**config.mk**
```make
export PLATFORM = sky130hd
export DESIGN_NAME = uart_word_loader_flat
export DESIGN_NICKNAME = d
export VERILOG_FILES = /design/src/rtl/loader_pkg.sv /design/src/rtl/uart_word_loader_if.sv /design/src/rtl/uart_rx_core.sv /design/src/rtl/uart_word_loader.sv /design/src/flat_wrapper.sv
export SDC_FILE = /design/constraint.sdc
export NUM_CORES = 1
export LEC_CHECK = 0
export BUFFER_PORTS_ARGS = -buffer_cell sky130_fd_sc_hd__buf_2
export CORE_MARGIN = 8
export CORE_UTILIZATION = 50
export DETAILED_ROUTE_END_ITERATION = 7
export GPL_ROUTABILITY_DRIVEN = 0
export GPL_TIMING_DRIVEN = 0
export PLACE_DENSITY = 0.71
export SLEW_MARGIN = 10
export SYNTH_ARGS = -nofsm -noshare
export SYNTH_HDL_FRONTEND = slang
export SYNTH_SLANG_ARGS = --single-unit
export TNS_END_PERCENT = 10
```
**constraint.sdc**
```tcl
create_clock -name CLK -period 2.85 [get_ports CLK]
set_clock_uncertainty 0.2 [all_clocks]
set_input_delay 0 -clock CLK [delete_from_list [all_inputs] [get_ports CLK]]
set_output_delay 0 -clock CLK [all_outputs]
set_load 0.02 [all_outputs]
```
**src/rtl/loader_pkg.sv**
```systemverilog
// Shared types for the UART word loader: loader and receiver state encodings
// and the default baud divisor.
package loader_pkg;

  typedef enum logic [1:0] {
    LD_WAIT_DELIM = 2'd0,
    LD_LOAD       = 2'd1,
    LD_DONE       = 2'd2
  } loader_state_e;

  typedef enum logic [1:0] {
    RX_IDLE  = 2'd0,
    RX_START = 2'd1,
    RX_DATA  = 2'd2,
    RX_STOP  = 2'd3
  } rx_state_e;

  localparam int DEFAULT_CLK_PER_BIT = 16;

endpackage

```
**src/rtl/uart_word_loader_if.sv**
```systemverilog
// Single-port memory write bus driven by the loader (master) into instruction
// memory (slave).
interface uart_word_loader_if #(
  parameter int ADDR_W = 10,
  parameter int DATA_W = 32
);
  logic              WE;
  logic [ADDR_W-1:0] WADDR;
  logic [DATA_W-1:0] WDATA;

  modport master (output WE, WADDR, WDATA);
  modport slave  (input  WE, WADDR, WDATA);
endinterface

```
**src/rtl/uart_rx_core.sv**
```systemverilog
// 8N1 UART receiver: two-flop synchroniser, mid-bit sampling, one-cycle
// byte_valid / frame_err pulses.
module uart_rx_core
  import loader_pkg::*;
#(
  parameter int CLK_PER_BIT = DEFAULT_CLK_PER_BIT
) (
  input  logic       clk_i,
  input  logic       rst_ni,
  input  logic       rx_i,
  output logic       byte_valid_o,
  output logic [7:0] byte_o,
  output logic       frame_err_o
);
  localparam int CW = $clog2(CLK_PER_BIT);
  localparam logic [CW-1:0] HALF = CW'(CLK_PER_BIT/2 - 1);
  localparam logic [CW-1:0] FULL = CW'(CLK_PER_BIT - 1);

  logic      rx_s1_q, rx_s2_q, prev_q;
  rx_state_e state_q, state_d;
  logic [CW-1:0] cnt_q, cnt_d;
  logic [2:0] bit_q, bit_d;
  logic [7:0] sh_q, sh_d;
  logic bv_q, bv_d, fe_q, fe_d;

  always_comb begin
    state_d = state_q;
    cnt_d   = cnt_q + CW'(1);
    bit_d   = bit_q;
    sh_d    = sh_q;
    bv_d    = 1'b0;
    fe_d    = 1'b0;
    case (state_q)
      RX_IDLE: begin
        cnt_d = '0;
        if (prev_q && !rx_s2_q) state_d = RX_START;
      end
      RX_START: if (cnt_q == HALF) begin
        // A line that is high again at mid start bit was a glitch.
        cnt_d   = '0;
        bit_d   = '0;
        state_d = rx_s2_q ? RX_IDLE : RX_DATA;
      end
      RX_DATA: if (cnt_q == FULL) begin
        cnt_d = '0;
        sh_d  = {rx_s2_q, sh_q[7:1]};
        if (bit_q == 3'd7) state_d = RX_STOP;
        else               bit_d   = bit_q + 3'd1;
      end
      RX_STOP: if (cnt_q == FULL) begin
        cnt_d   = '0;
        state_d = RX_IDLE;
        if (rx_s2_q) bv_d = 1'b1;
        else         fe_d = 1'b1;
      end
      default: state_d = RX_IDLE;
    endcase
  end

  always_ff @(posedge clk_i or negedge rst_ni) begin
    if (!rst_ni) begin
      rx_s1_q <= 1'b1;
      rx_s2_q <= 1'b1;
      prev_q  <= 1'b1;
      state_q <= RX_IDLE;
      cnt_q   <= '0;
      bit_q   <= '0;
      sh_q    <= '0;
      bv_q    <= 1'b0;
      fe_q    <= 1'b0;
    end else begin
      rx_s1_q <= rx_i;
      rx_s2_q <= rx_s1_q;
      prev_q  <= rx_s2_q;
      state_q <= state_d;
      cnt_q   <= cnt_d;
      bit_q   <= bit_d;
      sh_q    <= sh_d;
      bv_q    <= bv_d;
      fe_q    <= fe_d;
    end
  end

  assign byte_valid_o = bv_q;
  assign byte_o       = sh_q;
  assign frame_err_o  = fe_q;

endmodule

```
**src/rtl/uart_word_loader.sv**
```systemverilog
// UART program loader: assembles big-endian words and writes a delimiter-framed
// payload to memory. Optional macro LOADER_CHECKSUM_EN adds a CHECKSUM output.
module uart_word_loader
  import loader_pkg::*;
#(
  parameter int CLK_PER_BIT = DEFAULT_CLK_PER_BIT,
  parameter int WORD_BYTES  = 4,
  parameter int ADDR_W      = 10,
  parameter logic [WORD_BYTES*8-1:0] DELIM = '1
) (
  input  logic                CLK,
  input  logic                RST_N,
  input  logic                UART_RX,
  input  logic                CLEAR,
  uart_word_loader_if.master  wr,
  output logic                BUSY,
  output logic                DONE,
  output logic [ADDR_W:0]     WORD_COUNT,
  output logic                FRAME_ERR,
  output logic                OVERFLOW
`ifdef LOADER_CHECKSUM_EN
  , output logic [WORD_BYTES*8-1:0] CHECKSUM
`endif
);
  localparam int W     = WORD_BYTES * 8;
  localparam int IDX_W = (WORD_BYTES > 1) ? $clog2(WORD_BYTES) : 1;
  localparam int CW    = ADDR_W + 1;
  localparam logic [CW-1:0] CAP = {1'b1, {ADDR_W{1'b0}}};

  logic       byte_valid, frame_err, word_valid;
  logic [7:0] rx_byte;
  logic [W-1:0] asm_word;

  loader_state_e state_q, state_d;
  logic [IDX_W-1:0]  idx_q, idx_d;
  logic [W-1:0]      word_q, word_d, wdata_q, wdata_d;
  logic [ADDR_W-1:0] addr_q, addr_d, waddr_q, waddr_d;
  logic [CW-1:0]     count_q, count_d;
  logic we_q, we_d, ferr_q, ferr_d, ovf_q, ovf_d;
`ifdef LOADER_CHECKSUM_EN
  logic [W-1:0] csum_q, csum_d;
`endif

  uart_rx_core #(.CLK_PER_BIT(CLK_PER_BIT)) u_rx (
    .clk_i       (CLK),
    .rst_ni      (RST_N),
    .rx_i        (UART_RX),
    .byte_valid_o(byte_valid),
    .byte_o      (rx_byte),
    .frame_err_o (frame_err)
  );

  assign asm_word = W'({word_q, rx_byte});

  always_comb begin
    state_d    = state_q;
    idx_d      = idx_q;
    word_d     = word_q;
    addr_d     = addr_q;
    count_d    = count_q;
    waddr_d    = waddr_q;
    wdata_d    = wdata_q;
    we_d       = 1'b0;
    ferr_d     = ferr_q;
    ovf_d      = ovf_q;
    word_valid = 1'b0;
`ifdef LOADER_CHECKSUM_EN
    csum_d     = csum_q;
`endif
    if (CLEAR) begin
      state_d = LD_WAIT_DELIM;
      idx_d   = '0;
      addr_d  = '0;
      count_d = '0;
      ferr_d  = 1'b0;
      ovf_d   = 1'b0;
`ifdef LOADER_CHECKSUM_EN
      csum_d  = '0;
`endif
    end else begin
      if (frame_err) begin
        ferr_d = 1'b1;
        idx_d  = '0;
      end else if (byte_valid) begin
        word_d = asm_word;
        if (idx_q == IDX_W'(WORD_BYTES - 1)) begin
          idx_d      = '0;
          word_valid = 1'b1;
        end else begin
          idx_d = idx_q + IDX_W'(1);
        end
      end
      if (word_valid) begin
        case (state_q)
          LD_WAIT_DELIM: if (asm_word == DELIM) begin
            state_d = LD_LOAD;
            addr_d  = '0;
            count_d = '0;
`ifdef LOADER_CHECKSUM_EN
            csum_d  = '0;
`endif
          end
          LD_LOAD: begin
            if (asm_word == DELIM) begin
              state_d = LD_DONE;
            end else if (count_q == CAP) begin
              ovf_d   = 1'b1;
              state_d = LD_DONE;
            end else begin
              we_d    = 1'b1;
              waddr_d = addr_q;
              wdata_d = asm_word;
              addr_d  = addr_q + ADDR_W'(1);
              count_d = count_q + CW'(1);
`ifdef LOADER_CHECKSUM_EN
              csum_d  = csum_q + asm_word;
`endif
            end
          end
          default: ;
        endcase
      end
    end
  end

  always_ff @(posedge CLK or negedge RST_N) begin
    if (!RST_N) begin
      state_q <= LD_WAIT_DELIM;
      idx_q   <= '0;
      word_q  <= '0;
      addr_q  <= '0;
      count_q <= '0;
      waddr_q <= '0;
      wdata_q <= '0;
      we_q    <= 1'b0;
      ferr_q  <= 1'b0;
      ovf_q   <= 1'b0;
`ifdef LOADER_CHECKSUM_EN
      csum_q  <= '0;
`endif
    end else begin
      state_q <= state_d;
      idx_q   <= idx_d;
      word_q  <= word_d;
      addr_q  <= addr_d;
      count_q <= count_d;
      waddr_q <= waddr_d;
      wdata_q <= wdata_d;
      we_q    <= we_d;
      ferr_q  <= ferr_d;
      ovf_q   <= ovf_d;
`ifdef LOADER_CHECKSUM_EN
      csum_q  <= csum_d;
`endif
    end
  end

  assign wr.WE      = we_q;
  assign wr.WADDR   = waddr_q;
  assign wr.WDATA   = wdata_q;
  assign BUSY       = (state_q == LD_LOAD);
  assign DONE       = (state_q == LD_DONE);
  assign WORD_COUNT = count_q;
  assign FRAME_ERR  = ferr_q;
  assign OVERFLOW   = ovf_q;
`ifdef LOADER_CHECKSUM_EN
  assign CHECKSUM   = csum_q;
`endif

endmodule

```
**src/flat_wrapper.sv**
```systemverilog
// flat-port wrapper written by rule: the top's interface ports become plain ports
module uart_word_loader_flat import loader_pkg::*;
#(
  parameter int CLK_PER_BIT = DEFAULT_CLK_PER_BIT,
  parameter int WORD_BYTES  = 4,
  parameter int ADDR_W      = 10,
  parameter logic [WORD_BYTES*8-1:0] DELIM = '1
)
  (CLK, RST_N, UART_RX, CLEAR, BUSY, DONE, WORD_COUNT, FRAME_ERR, OVERFLOW, wr_WE, wr_WADDR, wr_WDATA);
  uart_word_loader_if #(.ADDR_W(ADDR_W), .DATA_W(32)) wr_i ();
  input  logic CLK;
  input  logic RST_N;
  input  logic UART_RX;
  input  logic CLEAR;
  output logic BUSY;
  output logic DONE;
  output logic [ADDR_W:0] WORD_COUNT;
  output logic FRAME_ERR;
  output logic OVERFLOW;
  output wire logic [$bits(wr_i.WE)-1:0] wr_WE;
  output wire logic [$bits(wr_i.WADDR)-1:0] wr_WADDR;
  output wire logic [$bits(wr_i.WDATA)-1:0] wr_WDATA;
  assign wr_WE = wr_i.WE;
  assign wr_WADDR = wr_i.WADDR;
  assign wr_WDATA = wr_i.WDATA;
  uart_word_loader #(.CLK_PER_BIT(CLK_PER_BIT), .WORD_BYTES(WORD_BYTES), .ADDR_W(ADDR_W), .DELIM(DELIM)) u_core (.CLK(CLK), .RST_N(RST_N), .UART_RX(UART_RX), .CLEAR(CLEAR), .wr(wr_i), .BUSY(BUSY), .DONE(DONE), .WORD_COUNT(WORD_COUNT), .FRAME_ERR(FRAME_ERR), .OVERFLOW(OVERFLOW));
endmodule
```
==> impl_metrics.yaml <==
floorplanning:
  design.core.area_um2: 9770
  initial_core_util: 0.517
  die_x_um: 117
  rows: 36
  fp.dieH_um: 117
  die-area_um2: 13600
  pin_count: 62
critical_path:
  path_class: "reg2reg"
  cp_cell_sequence: "nand4_1 -> nor4_4 -> nand3_2 -> nand2_2 -> buf_6 -> buf_6 -> mux2_1"
  cpMostUsedCell: "buf_6"
  rr_worst_depth: 7
  critPathSlowestCell: "dfrtp_1"
  required_ps: 3050
  crit_fanout: 10
  crit_path_end_kind: "register"
  worstPathArrival_ps: 2510
  critPathLaunchType: "register"
  critPathMaxStageDelay_ps: 420
synthesis:
  syn_inst: 402
  ys_ff_latch: 116
  synth-edff-count: 0
  synth-simple-area-share: 0.133
  synth_adder_area_share: 0.0173
  yosysSeqAreaShare: 0.575
  synth_xor_area_frac: 0.00347
  synth_nets: 413
  ys_warn_count: 0
  async_flop_share: 1.00
  synth_area_um2: 5050
  synth.avg_cell_area_um2: 12.6
  synth.distinct_cells: 50
  synth-compound-area-share: 0.0626
  synth_top_family_by_area: "multiplexers"
  synth_ff_type: "dfrtp_1"
  synthMuxAreaShare: 0.171
grt:
  grtUsageTotal: 0.173
  grt_first_pass_wirelength_um: 18200
  grt_antenna_before_repair: 0
  grt_max_degree: 72
  grt_overflow_total: 0
  grt_pass1_vias: 3750
clock_tree:
  root_buffer: "clkbuf_8"
  hold_buffers: 6
  htree_levels: 4
  numCtsBuffers: 17
  cts_tree: "done"
  clockBufferDepth: 2
  clk_latency_ps: 530
  cts_resized: 0
  clk_pin_slew_worst_paths_ps: 60
  post_cts_buffers: 0
  cts_sinks: 116
route:
  drt-initial-drc-count: 187
  first_pass_iters: 4
  post_drt_wl_per_cell_um: 16.9
  vias_per_cell: 5.56
  drt-total-wl_um: 10700
  vias: 3531
  antenna_left: 0
  drc: 0
sta:
  rsz0062_at_grt: "false"
  worstMarginPinSlew_ps: 728
  post-route-min-period_ps: 2300
  finalHoldViolations: 0
  finalSetupViolations: 0
  period_share: 0.808
  maxSlewViolCount: 0
  holdWs_ps: 161
  maxSlewHeadroom: 0.513
  fin_tns_setup_ps: 0
  fmax_ghz: 0.434
layout:
  fillers: 775
  nets: 500
  register_area_um2: 2910
  drive_gt1_frac: 0.353
  fin_cells: 635
  area_delta_synth_final_pct: 23.3
  multi_input_area_um2: 1960
  antenna_cells: 0
placement:
  dp.cells: 597
  portBuffers: 61
  dp_hpwl_um: 7410
pwr:
  p_int_w: 0.00320
  clkPwrFrac: 0.510
  p_leak_nw: 3.12
  pwr-share-comb: 0.066
  vdd_drop_max_mv: 0.416
  seq_power_share: 0.424
  p_per_area_nw_per_um2: 665
  switching_share: 0.228
  p_sw_w: 0.000943
run_status:
  status: "complete, no violations"
worst_hold_path:
  holdPathStages: 0
  hp-class: "reg2reg"
run:
  cap_viol_max_count: 0
## area by class of cell
class / count / share of cell area
inverters: 24 / 0.0145
clock buffers: 20 / 0.0715
plain buffers: 16 / 0.0163
flip-flops and latches: 116 / 0.466
multi-input cells: 246 / 0.314
well taps: 133 / 0.0267
clock inverters: 12 / 0.0249
repair buffers: 68 / 0.0657
## layout by cell type (no fill, tap or decap), types with 3 or more instances in the layout
cell type      synthesis  layout
buf_6                  2       3
nor3_1                 8       8
nor2_1                21      21
bufinv_16              0       3
or4_1                  4       4
o221ai_1               4       4
clkbuf_1               5       6
clkinv_4               0       4
and3_1                 6       6
mux2_2                59      59
clkbuf_16              0      16
nand2b_1               4       4
a22o_1                 3       3
clkbuf_8               0       3
a31oi_1                3       3
ha_1                   7       7
nand4_1               16      16
buf_2                  6      66
nand2_1               12      12
inv_1                 23      23
dlygate4sd3_1          0       5
o211ai_1              14      14
clkinv_2               0       3
dfstp_2                3       3
o21ai_0                6       6
mux2_1                16      16
dfrtp_1              113     113
nand3_1               28      28
## critical path: cells and delay by family, from the launching register on
family / cells / cell delay (ps)
simple gates: 4 / 870
flops: 1 / 420
buf+inv: 2 / 360
mux: 1 / 330
## sequential cells by signal (all words and copies together), names as in the netlist, named ones only
register                  cells
u_core.idx_q                  2
u_core.u_rx.bit_q             3
u_core.OVERFLOW               1
u_core.FRAME_ERR              1
u_core.state_q                2
u_core.u_rx.frame_err_o       1
u_core.u_rx.cnt_q             4
u_core.WORD_COUNT            11
u_core.addr_q                10
u_core.u_rx.rx_s1_q           1
u_core.u_rx.prev_q            1
u_core.wr.WE                  1
u_core.wr.WDATA              32
u_core.u_rx.byte_valid_o      1
u_core.u_rx.state_q           1
u_core.word_q                24
u_core.u_rx.rx_s2_q           1
u_core.wr.WADDR              10
u_core.u_rx.byte_o            8
## per-stage QoR
stage / utilization / total power, W / instance area [µm²] / setup WS, ps
6_report: 0.637 / 0.00414 / 6230 / 547
5_1_grt: 0.637 / 0.00432 / 6230 / 405
4_1_cts: 0.637 / 0.00419 / 6230 / 533
3_5_place_dp: 0.569 / 0.00205 / 5560 / 539
3_3_place_gp: 0.565 / 0.00203 / 5530 / 268
2_1_floorplan: - / 0.00196 / 5050 / 716
## per-layer routing
| layer | GRT usage | wire (µm) | vias to the layer above |
|---|---|---|---|
| met5 | 0 | 0 | - |
| met4 | 0.0836 | 259 | 0 |
| met3 | 0.0543 | 664 | 20 |
| met2 | 0.274 | 5130 | 97 |
| met1 | 0.212 | 4670 | 1767 |
| li1 | - | - | 1647 |
## final timing paths
check                                            from             endpoint  slack [ps]
min in group asynchronous                       RST_N   u_core.wr.WADDR[9]         350
worst min register to register    u_core.u_rx.rx_s1_q  u_core.u_rx.rx_s2_q         160
worst max-delay path            u_core.u_rx.byte_o[5]   u_core.wr.WDATA[1]         550
worst max register to register  u_core.u_rx.byte_o[5]   u_core.wr.WDATA[1]         550
max in group asynchronous                       RST_N  u_core.u_rx.rx_s1_q        1730
worst min-delay path              u_core.u_rx.rx_s1_q  u_core.u_rx.rx_s2_q         160
## Yosys cell counts, types with 3 or more instances
master | instances | share of area
a31oi_1 | 3 | 0.0037
mux2_2 | 59 | 0.13
nor3_1 | 8 | 0.0079
a22o_1 | 3 | 0.0052
o221ai_1 | 4 | 0.0069
dfrtp_1 | 113 | 0.56
o21ai_0 | 6 | 0.0059
and3_1 | 6 | 0.0074
mux2_1 | 16 | 0.036
nand3_1 | 28 | 0.028
clkbuf_1 | 5 | 0.0037
o211ai_1 | 14 | 0.021
or4_1 | 4 | 0.0059
nand2_1 | 12 | 0.0089
buf_2 | 6 | 0.0059
ha_1 | 7 | 0.017
nand4_1 | 16 | 0.020
inv_1 | 23 | 0.017
nor2_1 | 21 | 0.016
nand2b_1 | 4 | 0.0049
dfstp_2 | 3 | 0.016
## cell families after synthesis
kind of cell	count (synthesis)
buffers and inverters	40
AO/OA/AOI/OAI	44
XOR/XNOR	2
multiplexers	77
flip-flops	116
adder cells (fa/ha/maj)	7
AND/OR/NAND/NOR	116
## power by group through the flow
stage               Combinational, W  Clock (W)  Sequential [W]
finish                      0.000273    0.00211         0.00176
global route                0.000315    0.00224         0.00176
CTS                         0.000277    0.00215         0.00176
detailed placement          0.000266          0         0.00179
global placement            0.000252          0         0.00178
floorplan                   0.000190          0         0.00177
No activity file was read; power rests on OpenSTA's default activity.
